## src/rtl/led_blink_scheduler_if.sv

```systemverilog
// Request/status bundle between the status sources and the blink scheduler.
// Handshake: a requester raises i_req[i] (level) with its blink count on
// i_blinks field i and holds it until it sees the one-cycle o_ack[i] pulse;
// the count is sampled only on that grant edge. o_done[i] pulses once when
// the granted burst has finished its last OFF phase (or at grant for a
// zero-length burst). Keeping i_req high past o_ack queues a new request.
interface led_blink_scheduler_if #(
   parameter int N_REQ   = 4,
   parameter int BLINK_W = 4
);
   logic [N_REQ-1:0]         i_req;
   logic [N_REQ*BLINK_W-1:0] i_blinks;
   logic [N_REQ-1:0]         o_ack;
   logic [N_REQ-1:0]         o_done;
   logic                     o_led;
   logic                     o_busy;
   logic [1:0]               o_owner;
   logic [1:0]               state_dbg;

   modport master (
      output i_req, i_blinks,
      input  o_ack, o_done, o_led, o_busy, o_owner, state_dbg
   );

   modport slave (
      input  i_req, i_blinks,
      output o_ack, o_done, o_led, o_busy, o_owner, state_dbg
   );
endinterface

```

## src/rtl/led_blink_scheduler.sv

```systemverilog
// Shares one status LED between up to four requesters. A round-robin
// arbiter grants one burst at a time; a tick-counting FSM then drives
// N timed ON/OFF blinks followed by a guard gap. All outputs registered.
module led_blink_scheduler #(
   parameter int N_REQ     = 4,
   parameter int CNT_W     = 16,
   parameter int BLINK_W   = 4,
   parameter int ON_TICKS  = 25000,
   parameter int OFF_TICKS = 25000,
   parameter int GAP_TICKS = 50000
) (
   input logic                  i_clock,
   input logic                  i_reset_n,
   led_blink_scheduler_if.slave bus
);

   typedef enum logic [1:0] {
      ST_IDLE = 2'd0,
      ST_ON   = 2'd1,
      ST_OFF  = 2'd2,
      ST_GAP  = 2'd3
   } state_t;

   // Counters load value-1 and count down to 0, so a phase lasts exactly value cycles.
   localparam logic [CNT_W-1:0] ON_LOAD  = CNT_W'(ON_TICKS - 1);
   localparam logic [CNT_W-1:0] OFF_LOAD = CNT_W'(OFF_TICKS - 1);
   localparam logic [CNT_W-1:0] GAP_LOAD = CNT_W'(GAP_TICKS - 1);

   state_t             state_q, state_d;
   logic [CNT_W-1:0]   tick_q, tick_d;
   logic [BLINK_W-1:0] rem_q, rem_d;
   logic [1:0]         ptr_q, ptr_d;
   logic [1:0]         owner_q, owner_d;
   logic               led_q, led_d;
   logic               busy_q, busy_d;
   logic [N_REQ-1:0]   ack_q, ack_d;
   logic [N_REQ-1:0]   done_q, done_d;

   logic               found;
   logic [1:0]         win;
   logic [2:0]         arb_idx;
   logic [BLINK_W-1:0] win_blinks;

   // Round-robin search: first set request starting at ptr_q, wrapping modulo N_REQ.
   always_comb begin
      found   = 1'b0;
      win     = 2'd0;
      arb_idx = 3'd0;
      for (int k = 0; k < N_REQ; k++) begin
         arb_idx = {1'b0, ptr_q} + 3'(k);
         if (arb_idx >= 3'(N_REQ)) begin
            arb_idx = arb_idx - 3'(N_REQ);
         end
         if (!found && bus.i_req[arb_idx[1:0]]) begin
            found = 1'b1;
            win   = arb_idx[1:0];
         end
      end
      win_blinks = bus.i_blinks[int'(win)*BLINK_W +: BLINK_W];
   end

   // Next-state and next-output logic; ack/done are single-cycle pulses.
   always_comb begin
      state_d = state_q;
      tick_d  = tick_q;
      rem_d   = rem_q;
      ptr_d   = ptr_q;
      owner_d = owner_q;
      led_d   = led_q;
      ack_d   = '0;
      done_d  = '0;
      case (state_q)
         ST_IDLE: begin
            if (found) begin
               ack_d[win] = 1'b1;
               owner_d    = win;
               ptr_d      = (win == 2'(N_REQ - 1)) ? 2'd0 : win + 2'd1;
               rem_d      = win_blinks;
               if (win_blinks != '0) begin
                  state_d = ST_ON;
                  led_d   = 1'b1;
                  tick_d  = ON_LOAD;
               end else begin
                  // Empty burst: report completion alongside the grant, then guard gap.
                  done_d[win] = 1'b1;
                  state_d     = ST_GAP;
                  led_d       = 1'b0;
                  tick_d      = GAP_LOAD;
               end
            end
         end
         ST_ON: begin
            if (tick_q == '0) begin
               state_d = ST_OFF;
               led_d   = 1'b0;
               tick_d  = OFF_LOAD;
            end else begin
               tick_d = tick_q - CNT_W'(1);
            end
         end
         ST_OFF: begin
            if (tick_q == '0) begin
               rem_d = rem_q - BLINK_W'(1);
               if (rem_q > BLINK_W'(1)) begin
                  state_d = ST_ON;
                  led_d   = 1'b1;
                  tick_d  = ON_LOAD;
               end else begin
                  state_d         = ST_GAP;
                  tick_d          = GAP_LOAD;
                  done_d[owner_q] = 1'b1;
               end
            end else begin
               tick_d = tick_q - CNT_W'(1);
            end
         end
         ST_GAP: begin
            if (tick_q == '0) begin
               state_d = ST_IDLE;
            end else begin
               tick_d = tick_q - CNT_W'(1);
            end
         end
         default: begin
            state_d = ST_IDLE;
            led_d   = 1'b0;
         end
      endcase
      busy_d = (state_d != ST_IDLE);
   end

   // State and registered-output flops; reset abandons any burst without a done pulse.
   always_ff @(posedge i_clock or negedge i_reset_n) begin
      if (!i_reset_n) begin
         state_q <= ST_IDLE;
         tick_q  <= '0;
         rem_q   <= '0;
         ptr_q   <= 2'd0;
         owner_q <= 2'd0;
         led_q   <= 1'b0;
         busy_q  <= 1'b0;
         ack_q   <= '0;
         done_q  <= '0;
      end else begin
         state_q <= state_d;
         tick_q  <= tick_d;
         rem_q   <= rem_d;
         ptr_q   <= ptr_d;
         owner_q <= owner_d;
         led_q   <= led_d;
         busy_q  <= busy_d;
         ack_q   <= ack_d;
         done_q  <= done_d;
      end
   end

   assign bus.o_ack     = ack_q;
   assign bus.o_done    = done_q;
   assign bus.o_led     = led_q;
   assign bus.o_busy    = busy_q;
   assign bus.o_owner   = owner_q;
   assign bus.state_dbg = state_q;

endmodule
```

## src/flat_wrapper.sv

```systemverilog
// flat-port wrapper written by rule: the top's interface ports become plain ports
module led_blink_scheduler_flat 
#(
   parameter int N_REQ     = 4,
   parameter int CNT_W     = 16,
   parameter int BLINK_W   = 4,
   parameter int ON_TICKS  = 25000,
   parameter int OFF_TICKS = 25000,
   parameter int GAP_TICKS = 50000
)
  (i_clock, i_reset_n, bus_i_req, bus_i_blinks, bus_o_ack, bus_o_done, bus_o_led, bus_o_busy, bus_o_owner, bus_state_dbg);
  led_blink_scheduler_if #(.N_REQ(N_REQ), .BLINK_W(BLINK_W)) bus_i ();
  input logic i_clock;
  input logic i_reset_n;
  input wire logic [$bits(bus_i.i_req)-1:0] bus_i_req;
  input wire logic [$bits(bus_i.i_blinks)-1:0] bus_i_blinks;
  output wire logic [$bits(bus_i.o_ack)-1:0] bus_o_ack;
  output wire logic [$bits(bus_i.o_done)-1:0] bus_o_done;
  output wire logic [$bits(bus_i.o_led)-1:0] bus_o_led;
  output wire logic [$bits(bus_i.o_busy)-1:0] bus_o_busy;
  output wire logic [$bits(bus_i.o_owner)-1:0] bus_o_owner;
  output wire logic [$bits(bus_i.state_dbg)-1:0] bus_state_dbg;
  assign bus_i.i_req = bus_i_req;
  assign bus_i.i_blinks = bus_i_blinks;
  assign bus_o_ack = bus_i.o_ack;
  assign bus_o_done = bus_i.o_done;
  assign bus_o_led = bus_i.o_led;
  assign bus_o_busy = bus_i.o_busy;
  assign bus_o_owner = bus_i.o_owner;
  assign bus_state_dbg = bus_i.state_dbg;
  led_blink_scheduler #(.N_REQ(N_REQ), .CNT_W(CNT_W), .BLINK_W(BLINK_W), .ON_TICKS(ON_TICKS), .OFF_TICKS(OFF_TICKS), .GAP_TICKS(GAP_TICKS)) u_core (.i_clock(i_clock), .i_reset_n(i_reset_n), .bus(bus_i));
endmodule
```

## config.mk

```make
export PLATFORM = sky130hd
export DESIGN_NAME = led_blink_scheduler_flat
export DESIGN_NICKNAME = d
export VERILOG_FILES = /design/src/rtl/led_blink_scheduler_if.sv /design/src/rtl/led_blink_scheduler.sv /design/src/flat_wrapper.sv
export SDC_FILE = /design/constraint.sdc
export NUM_CORES = 1
export LEC_CHECK = 0
export ABC_CLOCK_PERIOD_IN_PS = 3600
export CORE_MARGIN = 2
export CORE_UTILIZATION = 40
export DETAILED_ROUTE_END_ITERATION = 10
export SYNTH_ARGS = -nofsm -noshare
export SYNTH_HDL_FRONTEND = slang
export SYNTH_SLANG_ARGS = --single-unit
```

## constraint.sdc

```tcl
create_clock -name i_clock -period 3.6 [get_ports i_clock]
set_input_delay 0.36 -clock i_clock [delete_from_list [all_inputs] [get_ports i_clock]]
set_output_delay 0.36 -clock i_clock [all_outputs]
set_load 0.005 [all_outputs]
```

==> flow_summary_export.csv <==
group,metric,value,unit
clocking,h-tree-depth,2,
flow_run,maxCapViolCount,0,
global_routing,grt_max_degree,37,
timing,slew_viol_final,0,
critical_path,crit_family,"compound AO/OA/AOI/OAI gates",
critical_path,setup.worst_path.class,"in2reg",
timing,fmax,358,MHz
synth,async_flop_share,100,%
placement,placed_cells_incl_taps,385,
critical_path,crit_chain,"clkdlybuf4s50_1 -> nor2b_1 -> a211o_1 -> and2_1 -> inv_1 -> a311o_1 -> a2111o_1 -> nor3_4 -> nor2_1",
synth,syn_avg_cell_area,8.47,sq um
global_routing,grt_overflow,0,
placement,place_ws,0.499,ns
detailed_routing,drc,0,
critical_path,worstSetupStartpointType,"input pin",
timing,timing.final.ws_setup,0.810,ns
die,die_y,81.5,um
die,die_w,81.5,um
critical_path,slowest_delay,0.61,ns
detailed_routing,dr.first_iter.drc_count,163,
die,initial_utilization,41.1,%
synth,ys_ff_latch,36,
detailed_routing,vias,2168,
final_layout,final_cell_mix,"dfrtp_1 (36), clkdlybuf4s50_1 (34), nor2_1 (30)",
timing,slew-limit-headroom,48.1,%
clocking,path_clk_slew,0.08,ns
synth,synthCells,284,
clocking,cts_hold_buf,0,
pwr,irDropWorstVdd,0.000421,V
synth,yosysUniqueCellTypes,53,
die,rows,28,
pwr,p_sw,1020,uW
timing,timing.final.crit_share,77.5,%
timing,hold_viol,0,
detailed_routing,via_per_inst,5.52,
timing,rsz0062_at_grt,"no",
critical_path,worst_ep_arrival_time,2.98,ns
critical_path,r2r_end,"u_core.tick_q[5]$_DFFE_PN0P_",
min_path,hold_path.class,"in2async",
pwr,seqPwrFrac,28.9,%
pwr,pwr-share-clk,20.1,%
final_layout,stdcell_count,393,
placement,routabilityCongestion,0.844,
synth,yosysTopAreaCell,"dfrtp_1",
final_layout,layout_commonest_cell,"dfrtp_1",
die,die_area,6650,sq um
synth,synth_edf_count,0,
timing,period_minus_slack,2.79,ns
critical_path,required,3.79,ns
critical_path,reg2reg_slack,0.95,ns
clocking,cts_buffers,5,
run_status,status,"completed",
synth,syn_area,2400,sq um
critical_path,critPathMaxFanout,10,
timing,setup_viol,0,
final_layout,insertedDiodeCount,0,
synth,synth_nets,317,
clocking,clock_path_buffers,2,
placement,port_buffers,35,
timing,skew,0.00982,ns
timing,finalSetupTns,0,ns
synth,ys.flop_type,"dfrtp_1",
clocking,cts-resized-gates,0,
critical_path,crit_buf_inv,2,
critical_path,slowest_stage,"a2111o_1",
die,core_area,5850,sq um
pwr,comb_power_share,51.1,%
global_routing,grt_pass1_wl,9790,um
pwr,internal_power,1490,uW
critical_path,end_kind,"flip-flop",
synth,synth_area_leaders,"dfrtp_1 (37%), ha_1 (5.7%), nor2_1 (4.7%), a21oi_1 (4.4%), nand2_1 (4.4%)",
detailed_routing,route.final.wire_length,5860,um
die,io_pins,36,
final_layout,drive_gt1_share,7.55,%
detailed_routing,dr.pass1.iters,4,
pwr,power.static_leakage,0.00130,uW
clocking,clkSinkCount,36,
final_layout,nNetsFinal,350,
synth,yosys_warnings,0,
clocking,root_buffer,"clkbuf_8",
detailed_routing,antenna_left,0,
timing,worst_pin_slew,0.778,ns
synth,seq_area_frac_synth,37.5,%
critical_path,timing.rr.start,"u_core.ptr_q[1]$_DFFE_PN0P_",
placement,hpwl,4420,um
pwr,p_sw_share,40.6,%
global_routing,grt_pass1_vias,2031,
global_routing,antenna_found_initial,0,
clocking,cts_setup_buffers,0,
global_routing,grt_use_total,19.3,%
clocking,cts_tree,"built",
final_layout,area_growth,23.2,%
synth,netlist.area_leader.share,37.5,%
critical_path,rr_worst_depth,5,
pwr,powerDensity,846,nW/um^2
clocking,clk_latency,0.30,ns
detailed_routing,routedWlPerCell,14.9,um
==> power by group through the flow <==
| stage | logic (uW) | clock network, uW | registers [uW] |
|---|---|---|---|
| final | 1280 | 503 | 723 |
| after detailed placement | 1270 | 0 | 728 |
| after global placement | 1260 | 0 | 731 |
| after global routing | 1440 | 529 | 753 |
| after floorplan | 955 | 0 | 679 |
| after CTS | 1280 | 513 | 723 |
==> layer usage <==
metal	vias up	wire (um)	global-route usage, %
met2	58	2560	28.5
met4	0	102	7.46
met3	9	317	2.97
met1	1009	2880	28.0
met5	-	0	0
li1	1092	-	-
==> flip-flops by register name (all words and copies together) (netlist names) <==
register              cells
u_core.ptr_q              2
u_core.bus.o_owner        2
u_core.bus.o_done         4
u_core.tick_q            16
u_core.bus.o_led          1
u_core.bus.state_dbg      2
u_core.bus.o_ack          4
u_core.bus.o_busy         1
u_core.rem_q              4
==> metrics by stage <==
| step | power (uW) | cell area, sq um | util (%) | hold slack, ns |
|---|---|---|---|---|
| final | 2510 | 2960 | 50.6 | 0.139 |
| after global routing | 2720 | 2960 | 50.6 | 0.219 |
| after CTS | 2520 | 2960 | 50.6 | 0.182 |
| after detailed placement | 2000 | 2800 | 47.9 | 0.504 |
| after global placement | 1990 | 2800 | 47.9 | 0.494 |
| after floorplan | 1630 | 2400 | - | 0.0644 |
==> final cells by class <==
| class | count | area [sq um] |
|---|---|---|
| well taps | 75 | 93.8 |
| clock inverters | 3 | 90.1 |
| repair buffers | 39 | 375 |
| multi-input cells | 218 | 1370 |
| flip-flops and latches | 36 | 901 |
| inverters | 17 | 63.8 |
| fillers | 574 | 2890 |
| clock buffers | 5 | 68.8 |
==> cells in the mapped netlist (4+ instances only) <==
library cell / number
inv_1: 16
nor4_1: 6
o22ai_1: 6
a21o_1: 4
nor2b_1: 5
nand2_1: 28
and3_1: 4
clkbuf_1: 7
a32oi_1: 4
ha_1: 11
dfrtp_1: 36
nand3_1: 8
o21ai_0: 21
nor3_1: 9
or3_1: 4
nor2_1: 30
a21oi_1: 21
==> worst reg2reg max path: stages, from the launching register on <==
cell and delay [ns]:
dfrtp_1 0.51, or4_4 0.68, a311o_1 0.41, a2111o_1 0.61
nor3_4 0.26, nor2_1 0.07
==> worst max-delay path by stage <==
stage	startpoint	endpoint	cells past startpoint
finish	bus_i_req[2]	u_core.tick_q[5]$_DFFE_PN0P_	9
global route	bus_i_req[2]	u_core.tick_q[6]$_DFFE_PN0P_	9
CTS	bus_i_req[2]	u_core.bus.o_busy$_DFF_PN0_	9
detailed placement	bus_i_req[2]	u_core.tick_q[5]$_DFFE_PN0P_	9
global placement	bus_i_req[2]	u_core.tick_q[5]$_DFFE_PN0P_	9
floorplan	bus_i_req[2]	u_core.tick_q[5]$_DFFE_PN0P_	8
==> logic make-up (layout without fill, tap and decap cells) <==
| logic type | Yosys count | in the layout | share of synthesized area [%] |
|---|---|---|---|
| fa+ha+maj | 11 | 11 | 5.72 |
| buf+inv | 30 | 64 | 5.62 |
| mux | 2 | 2 | 0.832 |
| compound gates | 91 | 91 | 25.7 |
| simple gates | 109 | 109 | 22.8 |
| xor+xnor | 5 | 5 | 1.82 |
| flops | 36 | 36 | 37.5 |
No activity file was read; power rests on OpenSTA's default activity.
